<file path="src/rtl/tcp_rx_reader.sv">
// tcp_rx_reader: turns TCP RX notifications into chunked read requests and forwards
// the returned payload to the user with per-chunk metadata and close events.
module tcp_rx_reader #(
    parameter int DATA_BITS  = 512,
    parameter int MAX_RD_LEN = 4096
) (
    input  logic                   aclk,
    input  logic                   areset,
    input  logic                   s_notify_valid,
    output logic                   s_notify_ready,
    input  logic [87:0]            s_notify_data,
    output logic                   m_rd_pkg_valid,
    input  logic                   m_rd_pkg_ready,
    output logic [31:0]            m_rd_pkg_data,
    input  logic                   s_rx_meta_valid,
    output logic                   s_rx_meta_ready,
    input  logic [39:0]            s_rx_meta_data,
    input  logic                   s_axis_rx_tvalid,
    output logic                   s_axis_rx_tready,
    input  logic [DATA_BITS-1:0]   s_axis_rx_tdata,
    input  logic [DATA_BITS/8-1:0] s_axis_rx_tkeep,
    input  logic                   s_axis_rx_tlast,
    output logic                   m_axis_usr_tvalid,
    input  logic                   m_axis_usr_tready,
    output logic [DATA_BITS-1:0]   m_axis_usr_tdata,
    output logic [DATA_BITS/8-1:0] m_axis_usr_tkeep,
    output logic                   m_axis_usr_tlast,
    output logic                   m_usr_meta_valid,
    input  logic                   m_usr_meta_ready,
    output logic [31:0]            m_usr_meta_data,
    output logic                   m_close_valid,
    input  logic                   m_close_ready,
    output logic [15:0]            m_close_data,
    output logic [31:0]            pkt_cnt,
    output logic [47:0]            byte_cnt,
    output logic                   err_len
);
    typedef enum logic [2:0] {IDLE, REQ, META, UMETA, DATA, CLOSE} state_t;
    localparam logic [15:0] MAX_LEN = 16'(MAX_RD_LEN);
    state_t state;
    logic [15:0] sid, rem, chunk;
    logic [31:0] beat_sum, beat_bytes, sum_next;
    logic beat;
    logic unused;
    always_comb begin
        chunk = rem > MAX_LEN ? MAX_LEN : rem;
        beat = m_axis_usr_tvalid & m_axis_usr_tready;
        beat_bytes = 32'($countones(s_axis_rx_tkeep));
        sum_next = beat_sum + beat_bytes;
    end
    assign s_notify_ready    = state == IDLE;
    assign m_rd_pkg_valid    = state == REQ;
    assign m_rd_pkg_data     = {chunk, sid};
    assign s_rx_meta_ready   = state == META;
    assign m_usr_meta_valid  = state == UMETA;
    assign m_usr_meta_data   = {chunk, sid};
    assign m_close_valid     = state == CLOSE;
    assign m_close_data      = sid;
    assign m_axis_usr_tvalid = (state == DATA) & s_axis_rx_tvalid;
    assign s_axis_rx_tready  = (state == DATA) & m_axis_usr_tready;
    assign m_axis_usr_tdata  = s_axis_rx_tdata;
    assign m_axis_usr_tkeep  = s_axis_rx_tkeep;
    assign m_axis_usr_tlast  = s_axis_rx_tlast;
    // RX meta contents and notify addressing fields are not needed downstream
    assign unused = ^{s_rx_meta_data, s_notify_data[87:81], s_notify_data[79:32]};
    always_ff @(posedge aclk or posedge areset) begin
        if (areset) begin
            state    <= IDLE;
            sid      <= '0;
            rem      <= '0;
            beat_sum <= '0;
            pkt_cnt  <= '0;
            byte_cnt <= '0;
            err_len  <= 1'b0;
        end else begin
            case (state)
                IDLE: if (s_notify_valid) begin
                    sid   <= s_notify_data[15:0];
                    rem   <= s_notify_data[31:16];
                    state <= s_notify_data[80] ? CLOSE : (s_notify_data[31:16] == 16'd0 ? IDLE : REQ);
                end
                REQ:   if (m_rd_pkg_ready) state <= META;
                META:  if (s_rx_meta_valid) state <= UMETA;
                UMETA: if (m_usr_meta_ready) state <= DATA;
                DATA: if (beat) begin
                    byte_cnt <= byte_cnt + 48'(beat_bytes);
                    if (s_axis_rx_tlast) begin
                        pkt_cnt  <= pkt_cnt + 32'd1;
                        beat_sum <= '0;
                        if (sum_next != 32'(chunk)) err_len <= 1'b1;
                        rem      <= rem - chunk;
                        state    <= rem == chunk ? IDLE : REQ;
                    end else begin
                        beat_sum <= sum_next;
                    end
                end
                CLOSE:   if (m_close_ready) state <= IDLE;
                default: state <= IDLE;
            endcase
        end
    end
endmodule

</file>
<file path="config.mk">
export PLATFORM = sky130hd
export DESIGN_NAME = tcp_rx_reader
export DESIGN_NICKNAME = d
export VERILOG_FILES = /design/src/rtl/tcp_rx_reader.sv
export SDC_FILE = /design/constraint.sdc
export NUM_CORES = 1
export LEC_CHECK = 0
export BUFFER_PORTS_ARGS = -buffer_cell sky130_fd_sc_hd__clkbuf_2
export CAP_MARGIN = 40
export CORE_AREA = 4 4 561 563
export DETAILED_ROUTE_END_ITERATION = 10
export DIE_AREA = 0 0 565 567
export PLACE_DENSITY_LB_ADDON = 0.2
export SYNTH_ARGS = -nofsm -noshare
export SYNTH_HDL_FRONTEND = slang
export SYNTH_SLANG_ARGS = --single-unit
</file>
<file path="constraint.sdc">
create_clock -name aclk -period 8 [get_ports aclk]
set_input_delay 0.8 -clock aclk [delete_from_list [all_inputs] [get_ports aclk]]
set_output_delay 0.8 -clock aclk [all_outputs]
set_load 0.005 [all_outputs]
</file>
==> metrics.cfg, run 1 <==
[setup_path]
r2r_end=pkt_cnt[28]
crit_path_max_incr_delay_ps=530
crit_path_start_kind=input pin
worstReg2RegStart=state[2]
r2r_setup_slack_ps=4330
cp_max_fo=4
reg2regPathDepth=10
critPathTopFamily=adder cells
required_ps=8400
path_buf_inv=8
critical_path_arrival_ps=8710
crit_type=in -> reg
crit_top_cell=fa_1
critPathSlowestCell=fa_1
cp-end-kind=flip-flop

[cts]
htreeDepth=4
clockBufferDepth=2
clk_latency_ps=530
cts_sinks=148
cts_tree=yes
clkTransAtPathRegs_ps=70
numCtsBuffers=17
clock_tree.root_cell=clkbuf_16

[sta]
worst_pin_slew_ps=836.4
hold_viol=0
post-route-period-util=1.038
fmax_mhz=120.4
relSlewSlack=0.4403
setup_viol=1
rsz0062_at_grt=yes
clock_skew_ps=25.43
setup_slack_ps=-307.0
period_minus_slack_ps=8307
slew_viol_final=0
finalSetupTns_ps=-307.0

[finish]
design_area_mm2=0.01883
final_cell_mix=clkbuf_2 (331), dfrtp_1 (148), buf_4 (131)
drive_gt1_frac=0.3976
syn2layout_area_growth_pct=27.91
nets=2308
layout_commonest_cell=clkbuf_2

[detailed_routing]
remaining_drc_errors=0
wl_met2_mm=42.72
first_pass_iters=5
vias=10535
wl_met3_mm=22.91
wl_met1_mm=33.12
vias_per_cell=1.868
post_drt_wl_per_cell_um=18.89
drt_iter0_markers=516
postRouteAntennaNets=0
maxUsedRoutingLayer=met5
wl_mm=106.5

[synthesis]
synth_cells=1666
synth_flop_cell=dfrtp_1
synth_area_mm2=0.01472
yosys_warnings=0
avgSynthCellArea_um2=8.834
async_flop_share=1.000
yosys.area.top_type_share=0.3208
synth-seq-area-share=0.2516
synth_edf_count=0
synth_seq_cells=148
synthDistinctLibCells=81
yosys.area.top_type=buf_4
ys_top_cells_by_area=buf_4 (32%), dfrtp_1 (25%), fa_1 (7.6%), xnor2_1 (4.4%), inv_1 (3.2%)

[die]
fp.dieArea_mm2=0.3204
fp.dieH_um=567
core_area_mm2=0.3088
dieWidth_um=565
start_util=0.04765
row_count=204
ios=1459

[grt]
grt_pass1_wl_mm=131.5
grt_max_degree=51
grt_pass1_vias=10848
grt.overflow.total=0
grt.total_usage=0.06415
antenna_found_initial=15

[placement]
place_hpwl_mm=93.45
dp_slack_ps=-1111
numPortBuffers=333
place_congestion=0.7985
dpl-instance-area_mm2=0.01794

[flow_run]
cap_violations=0

[outcome]
failed_checks=setup timing
status=finished, violations left

[worst_hold_path]
min-delay-path-class=in -> async

worst max path at each step:
stage                              startpoint      end  slack (ps)  depth (start not counted)
after floorplan           s_axis_rx_tkeep[35]  err_len        -280                         29
after global placement    s_axis_rx_tkeep[35]  err_len       -1320                         26
after detailed placement  s_axis_rx_tkeep[35]  err_len       -1110                         30
after CTS                 s_axis_rx_tkeep[35]  err_len        -300                         31
after global routing      s_axis_rx_tkeep[39]  err_len        -540                         31
final                     s_axis_rx_tkeep[61]  err_len        -310                         30
cells in the mapped netlist (all sizes together) (23+ instances only):
cell,number
buf,643
dfrtp,148
inv,124
nand2,93
xnor2,74
o21ai,58
fa,56
nor2,55
a21oi,44
nand3,40
ha,32
xor2,32
and2,25
clkbuf,23
nand4,23
cell type report:
type / instances / area, um^2
well taps: 4120 / 5155
repair buffers: 482 / 2984
multi-input cells: 733 / 5949
clock buffers: 18 / 439.2
diodes: 2 / 5.005
flip-flops and latches: 148 / 3704
fillers: 36515 / 290000
inverters: 124 / 473.0
clock inverters: 14 / 116.4
registers in the layout, indices dropped and copies added, names as in the netlist:
name and cells:
byte_cnt 48, rem 16, state 3, err_len 1
pkt_cnt 32, beat_sum 32, m_close_data 16
layer usage:
metal | GRT usage | up-vias
li1 | - | 4464
met1 | 0.05759 | 4861
met2 | 0.08855 | 813
met3 | 0.06382 | 385
met4 | 0.04132 | 12
met5 | 0.01086 | -
worst reg2reg max path, stage by stage (launching register included):
cell and delay, ps:
dfrtp_1 550, nor3b_2 230, buf_4 270, nand2_1 90
buf_4 300, or4_1 750, nor3_4 530, nand3_1 300
nor2_2 260, nand3_1 120, xnor2_1 140
cells by family after synthesis:
group,Yosys count,share of synthesized area
flip-flops,148,0.2516
adder cells (fa/ha/maj),88,0.1034
AND/OR/NAND/NOR,328,0.1200
AO/OA/AOI/OAI,177,0.07634
buffers and inverters,790,0.3643
other,2,0.0005103
multiplexers,26,0.01921
XOR/XNOR,107,0.06469
what timing repair did:
item,CTS,global route
hold buffers,0,0
pin swaps,2,12
gates resized for setup,12,51
setup buffers,1,5
endpoints found under the setup margin,10,48
through the flow:
| step | utilization | cells | hold WS (ps) |
|---|---|---|---|
| after CTS | 0.06015 | 5634 | 269.5 |
| after global placement | 0.05778 | 5595 | 462.6 |
| final | 0.06095 | 5641 | 320.2 |
| after floorplan | - | 1671 | 453.8 |
| after detailed placement | 0.05809 | 5601 | 466.1 |
| after global routing | 0.06095 | 5640 | 291.0 |
Power of run 1 is left out: the tool's default activity adds up to more than one toggle a clock period on the data nets, which glitch-free logic cannot reach.
==> inputs of run 2 (changes only) <==
--- a/config.mk
+++ b/config.mk
@@ -7,10 +7,12 @@
 export LEC_CHECK = 0
 export BUFFER_PORTS_ARGS = -buffer_cell sky130_fd_sc_hd__clkbuf_2
 export CAP_MARGIN = 40
-export CORE_AREA = 4 4 561 563
+export CORE_AREA = 3 3 560 562
 export DETAILED_ROUTE_END_ITERATION = 10
-export DIE_AREA = 0 0 565 567
+export DIE_AREA = 0 0 563 565
 export PLACE_DENSITY_LB_ADDON = 0.2
+export SKIP_LAST_GASP = 1
 export SYNTH_ARGS = -nofsm -noshare
 export SYNTH_HDL_FRONTEND = slang
 export SYNTH_SLANG_ARGS = --single-unit
+export TNS_END_PERCENT = 100
==> metrics.cfg, run 2 (synthesis gave the netlist of run 1 again) <==
[die]
ios=1459  ; unchanged
core_area_mm2=0.3088  ; unchanged
fp.dieArea_mm2=0.3181  ; -0.71%
fp.dieH_um=565  ; -0.35%
start_util=0.04765  ; unchanged
row_count=204  ; unchanged
dieWidth_um=563  ; -0.35%

[cts]
numCtsBuffers=17  ; unchanged
cts_sinks=148  ; unchanged
clkTransAtPathRegs_ps=100  ; +30 ps
htreeDepth=4  ; unchanged
clock_tree.root_cell=clkbuf_16
cts_tree=yes
ctsHoldBuffers=0  ; unchanged
clk_latency_ps=550  ; +20 ps
clockBufferDepth=2  ; unchanged

[detailed_routing]
remaining_drc_errors=0  ; unchanged
postRouteAntennaNets=0  ; unchanged
post_drt_wl_per_cell_um=19.35  ; +2.5%
drt_iter0_markers=486  ; -5.8%
vias_per_cell=1.865  ; -0.14%
vias=10531  ; -0.038%
wl_mm=109.3  ; +2.6%
first_pass_iters=6  ; +1

[setup_path]
critPathSlowestCell=fa_1
cp_max_fo=4  ; unchanged
crit_path_max_incr_delay_ps=540  ; about the same
critical_path_arrival_ps=8470  ; -240 ps
crit_path_start_kind=input pin
required_ps=8430  ; +30 ps
crit_type=in -> reg
cp-end-kind=flip-flop
crit_top_cell=fa_1

[sta]
hold_viol=0  ; unchanged
rsz0062_at_grt=yes
hold-worst-slack_ps=316.5  ; -3.767 ps
fmax_mhz=124.4  ; +3.3%
relSlewSlack=0.5214  ; +0.08104
setup_viol=1  ; unchanged
post-route-period-util=1.005  ; -0.03362
setup_slack_ps=-38.01  ; +269.0 ps
period_minus_slack_ps=8038  ; -269.0 ps
slew_viol_final=0  ; unchanged
worst_pin_slew_ps=716.2  ; -120.2 ps
clock_skew_ps=39.81  ; +14.38 ps

[finish]
top_regs=byte_cnt: 48 flops, beat_sum: 32 flops, pkt_cnt: 32 flops
nets=2307  ; -0.043%
n_fill_cell=36496  ; -0.052%
post-route-util=0.06100  ; about the same
multi_input_area_mm2=0.005929  ; -0.34%
regArea_mm2=0.003704  ; unchanged
largest_reg_flops=48  ; unchanged
drive_gt1_frac=0.3953  ; -0.002373
fin_cells=5647  ; +0.11%
syn2layout_area_growth_pct=27.99  ; about the same
final_cell_mix=clkbuf_2 (329), dfrtp_1 (148), buf_4 (137)
layout_commonest_cell=clkbuf_2
regMostFlops=byte_cnt

[placement]
dp_slack_ps=-974.1  ; +136.9 ps
place_hpwl_mm=94.67  ; +1.3%
numPortBuffers=333  ; unchanged
dpl.cell_count=5602  ; +0.018%
place_congestion=0.7297  ; -8.6%

[grt]
antenna_found_initial=18  ; +3
grt.overflow.total=0  ; unchanged
grt_max_degree=63  ; +24%
grt_pass1_vias=10759  ; -0.82%
grt_pass1_wl_mm=132.4  ; +0.68%
grt.total_usage=0.06557  ; +0.001421

[flow_run]
cap_violations=0  ; unchanged

[outcome]
status=finished, violations left
failed_checks=setup timing

[worst_hold_path]
min-delay-path-class=in -> async

==> run 2: cell types whose count changed in the layout (fill, tap and decap cells not counted), moves of 4 or more <==
cell	change
buf_6	-8
diode_2	+7
buf_4	+6
clkinv_8	+4
inv_1	+4
inv_2	-4
nor4_2	+4
==> run 2: final timing paths <==
path,cells after the start,endpoint,from,slack [ps]
min in group aclk,1,byte_cnt[47],byte_cnt[47],470
worst min-delay path,2,pkt_cnt[13],areset,320
worst max register to register,10,err_len,rem[4],4510
worst min register to register,1,byte_cnt[47],byte_cnt[47],470
max in group asynchronous,3,beat_sum[24],areset,6530
worst max-delay path,30,err_len,s_axis_rx_tkeep[47],-40
==> run 2: final cells by class <==
| cell class | count | share of cell area |
|---|---|---|
| multi-input combinational | 733 | 0.3148 |
| tap | 4120 | 0.2736 |
| sequential | 148 | 0.1966 |
| timing repair buffer | 481 | 0.1569 |
| inverter | 124 | 0.02511 |
| clock buffer | 17 | 0.02258 |
| clock inverter | 15 | 0.009232 |
| antenna | 9 | 0.001196 |
==> run 2: timing repair <==
item / in CTS / in global routing
buffers inserted: 2 / 2
endpoints found under the setup margin: 12 / 40
gates resized for setup: 25 / 23
pin swaps: 21 / 20
==> run 2: layer usage <==
metal	global-route usage	vias up	share of wire
li1	-	4460	-
met1	0.05792	4838	0.30
met2	0.09037	841	0.40
met3	0.06430	378	0.21
met4	0.04575	14	0.074
met5	0.01607	-	0.0063
==> run 2: critical path: cells and delay by family <==
| kind | cells | cell delay [ps] |
|---|---|---|
| simple gates | 4 | 1000 |
| compound gates | 6 | 1070 |
| xor+xnor | 1 | 70 |
| fa+ha+maj | 11 | 4800 |
| buf+inv | 8 | 700 |
==> run 2: per-stage QoR <==
step,area [um^2],TNS [ps]
floorplan,14770,-284.4
global placement,17920,-33590
detailed placement,17950,-31080
CTS,18700,-102.0
global route,18820,-323.0
finish,18840,-38.01
Power of run 2 is left out for the same reason.
==> inputs of run 3 (changes only) <==
==> constraint.sdc (replaced) <==
create_clock -name aclk -period 8 [get_ports aclk]
set_input_delay 1.6 -clock aclk [delete_from_list [all_inputs] [get_ports aclk]]
set_output_delay 1.6 -clock aclk [all_outputs]
set_load 0.005 [all_outputs]
==> metrics.cfg, run 3 (synthesis gave the netlist of run 1 again) <==
[finish]
n_fill_cell=36438  ; -0.16%
syn2layout_area_growth_pct=35.78
layout_commonest_cell=clkbuf_2
regArea_mm2=0.003704  ; unchanged
regMostFlops=byte_cnt
nets=2338  ; +1.3%
largest_reg_flops=48  ; unchanged
top_regs=byte_cnt: 48 flops, beat_sum: 32 flops, pkt_cnt: 32 flops
drive_gt1_frac=0.4763  ; +0.08106
final_cell_mix=clkbuf_2 (321), dfrtp_1 (148), buf_4 (126)
multi_input_area_mm2=0.006601  ; +11%

[die]
fp.dieH_um=565  ; unchanged
dieWidth_um=563  ; unchanged
row_count=204  ; unchanged
start_util=0.04765  ; unchanged
fp.dieArea_mm2=0.3181  ; unchanged
ios=1459  ; unchanged
core_area_mm2=0.3088  ; unchanged

[detailed_routing]
postRouteAntennaNets=0  ; unchanged
first_pass_iters=4  ; -2
drt_iter0_markers=420  ; -14%
remaining_drc_errors=0  ; unchanged
vias_per_cell=1.890  ; +1.3%
vias=10706  ; +1.7%
wl_mm=107.4  ; -1.7%
post_drt_wl_per_cell_um=18.96  ; -2.0%

[cts]
cts_sinks=148  ; unchanged
clkTransAtPathRegs_ps=100  ; about the same
clock_tree.root_cell=clkbuf_16
numCtsBuffers=25  ; +8
cts_tree=yes
clockBufferDepth=3  ; +1
ctsHoldBuffers=0  ; unchanged
clk_latency_ps=570  ; +20 ps
htreeDepth=4  ; unchanged

[setup_path]
r2r_setup_slack_ps=4290  ; -220 ps
crit_type=in -> reg
crit_path_start_kind=input pin
reg2regPathDepth=10  ; unchanged
crit_top_cell=fa_1
required_ps=8460  ; +30 ps
critPathSlowestCell=fa_1
r2r_end=pkt_cnt[31]
cp-end-kind=flip-flop
worstReg2RegStart=state[2]
cp_max_fo=4  ; unchanged
crit_start=s_axis_rx_tkeep[59]
critical_path_arrival_ps=9420  ; +950 ps
crit_path_max_incr_delay_ps=530  ; about the same

[placement]
place_congestion=0.7328  ; +0.42%
numPortBuffers=333  ; unchanged
place_hpwl_mm=93.11  ; -1.6%

[sta]
relSlewSlack=0.4060  ; -0.1153
period_minus_slack_ps=8956  ; +917.7 ps
setup_viol=69  ; +68
post-route-period-util=1.119  ; +0.1147
setup_slack_ps=-955.7  ; -917.7 ps
hold_viol=0  ; unchanged
worst_pin_slew_ps=884.3  ; +168.1 ps
slew_viol_final=0  ; unchanged
hold-worst-slack_ps=467.3  ; +150.8 ps
rsz0062_at_grt=yes
fmax_mhz=111.7  ; -10%
clock_skew_ps=46.94  ; +7.131 ps

[worst_hold_path]
worstHoldStart=byte_cnt[47]
holdPathStages=1
hold_end=byte_cnt[47]
min-delay-path-class=reg -> reg

[grt]
grt_max_degree=69  ; +9.5%
grt.total_usage=0.06410  ; -0.001467
grt_pass1_vias=11022  ; +2.4%
grt_pass1_wl_mm=130.6  ; -1.4%
antenna_found_initial=22  ; +4
grt.overflow.total=0  ; unchanged

[flow_run]
cap_violations=0  ; unchanged

[outcome]
status=finished, violations left
failed_checks=setup timing

## run 3: final cells by class
class                   count  area share
diodes                      5   0.0006261
inverters                 124     0.02404
clock inverters             4    0.002442
multi-input cells         733      0.3303
repair buffers            504      0.1664
well taps                4120      0.2580
flip-flops and latches    148      0.1853
clock buffers              28     0.03287
## run 3: critical path: cells and delay by family
kind | cells | cell delay (ps)
adders and majority gates | 11 | 4800
xor gates and xnor gates | 1 | 140
and+or+nand+nor | 4 | 1010
AOI/OAI and AO/OA | 6 | 1120
buffers and inverters | 7 | 720
## run 3: routing by layer
layer | vias up | track usage | wire (um)
met5 | - | 0.009375 | 470
li1 | 4506 | - | -
met1 | 4960 | 0.05793 | 33090
met4 | 14 | 0.04095 | 7072
met3 | 340 | 0.06458 | 23990
met2 | 886 | 0.08779 | 42820
## run 3: worst max path at each step
stage                    to  slack [ps]  depth (start not counted)
global placement    err_len       -1870                         31
finish              err_len        -960                         29
floorplan           err_len       -1060                         29
global route        err_len       -1090                         29
detailed placement  err_len       -1950                         31
CTS                 err_len        -920                         30
## run 3: repair_timing
action                                  4_1_cts  5_1_grt
pin swaps                                    44       67
endpoints found under the setup margin       69       72
setup buffers                                13       25
resized for setup                            84      132
gates cloned                                  0        0
## run 3: per-stage QoR
step	instances	cell area, um^2	setup TNS, ps	utilization	setup slack (ps)
floorplan	1671	15000	-10730	-	-1060
global placement	5599	18120	-73860	0.05869	-1869
detailed placement	5602	18160	-77050	0.05881	-1951
CTS	5644	19350	-19340	0.06264	-921.1
global route	5662	19970	-43320	0.06467	-1095
finish	5666	19980	-33470	0.06471	-955.7
Power of run 3 is left out for the same reason.
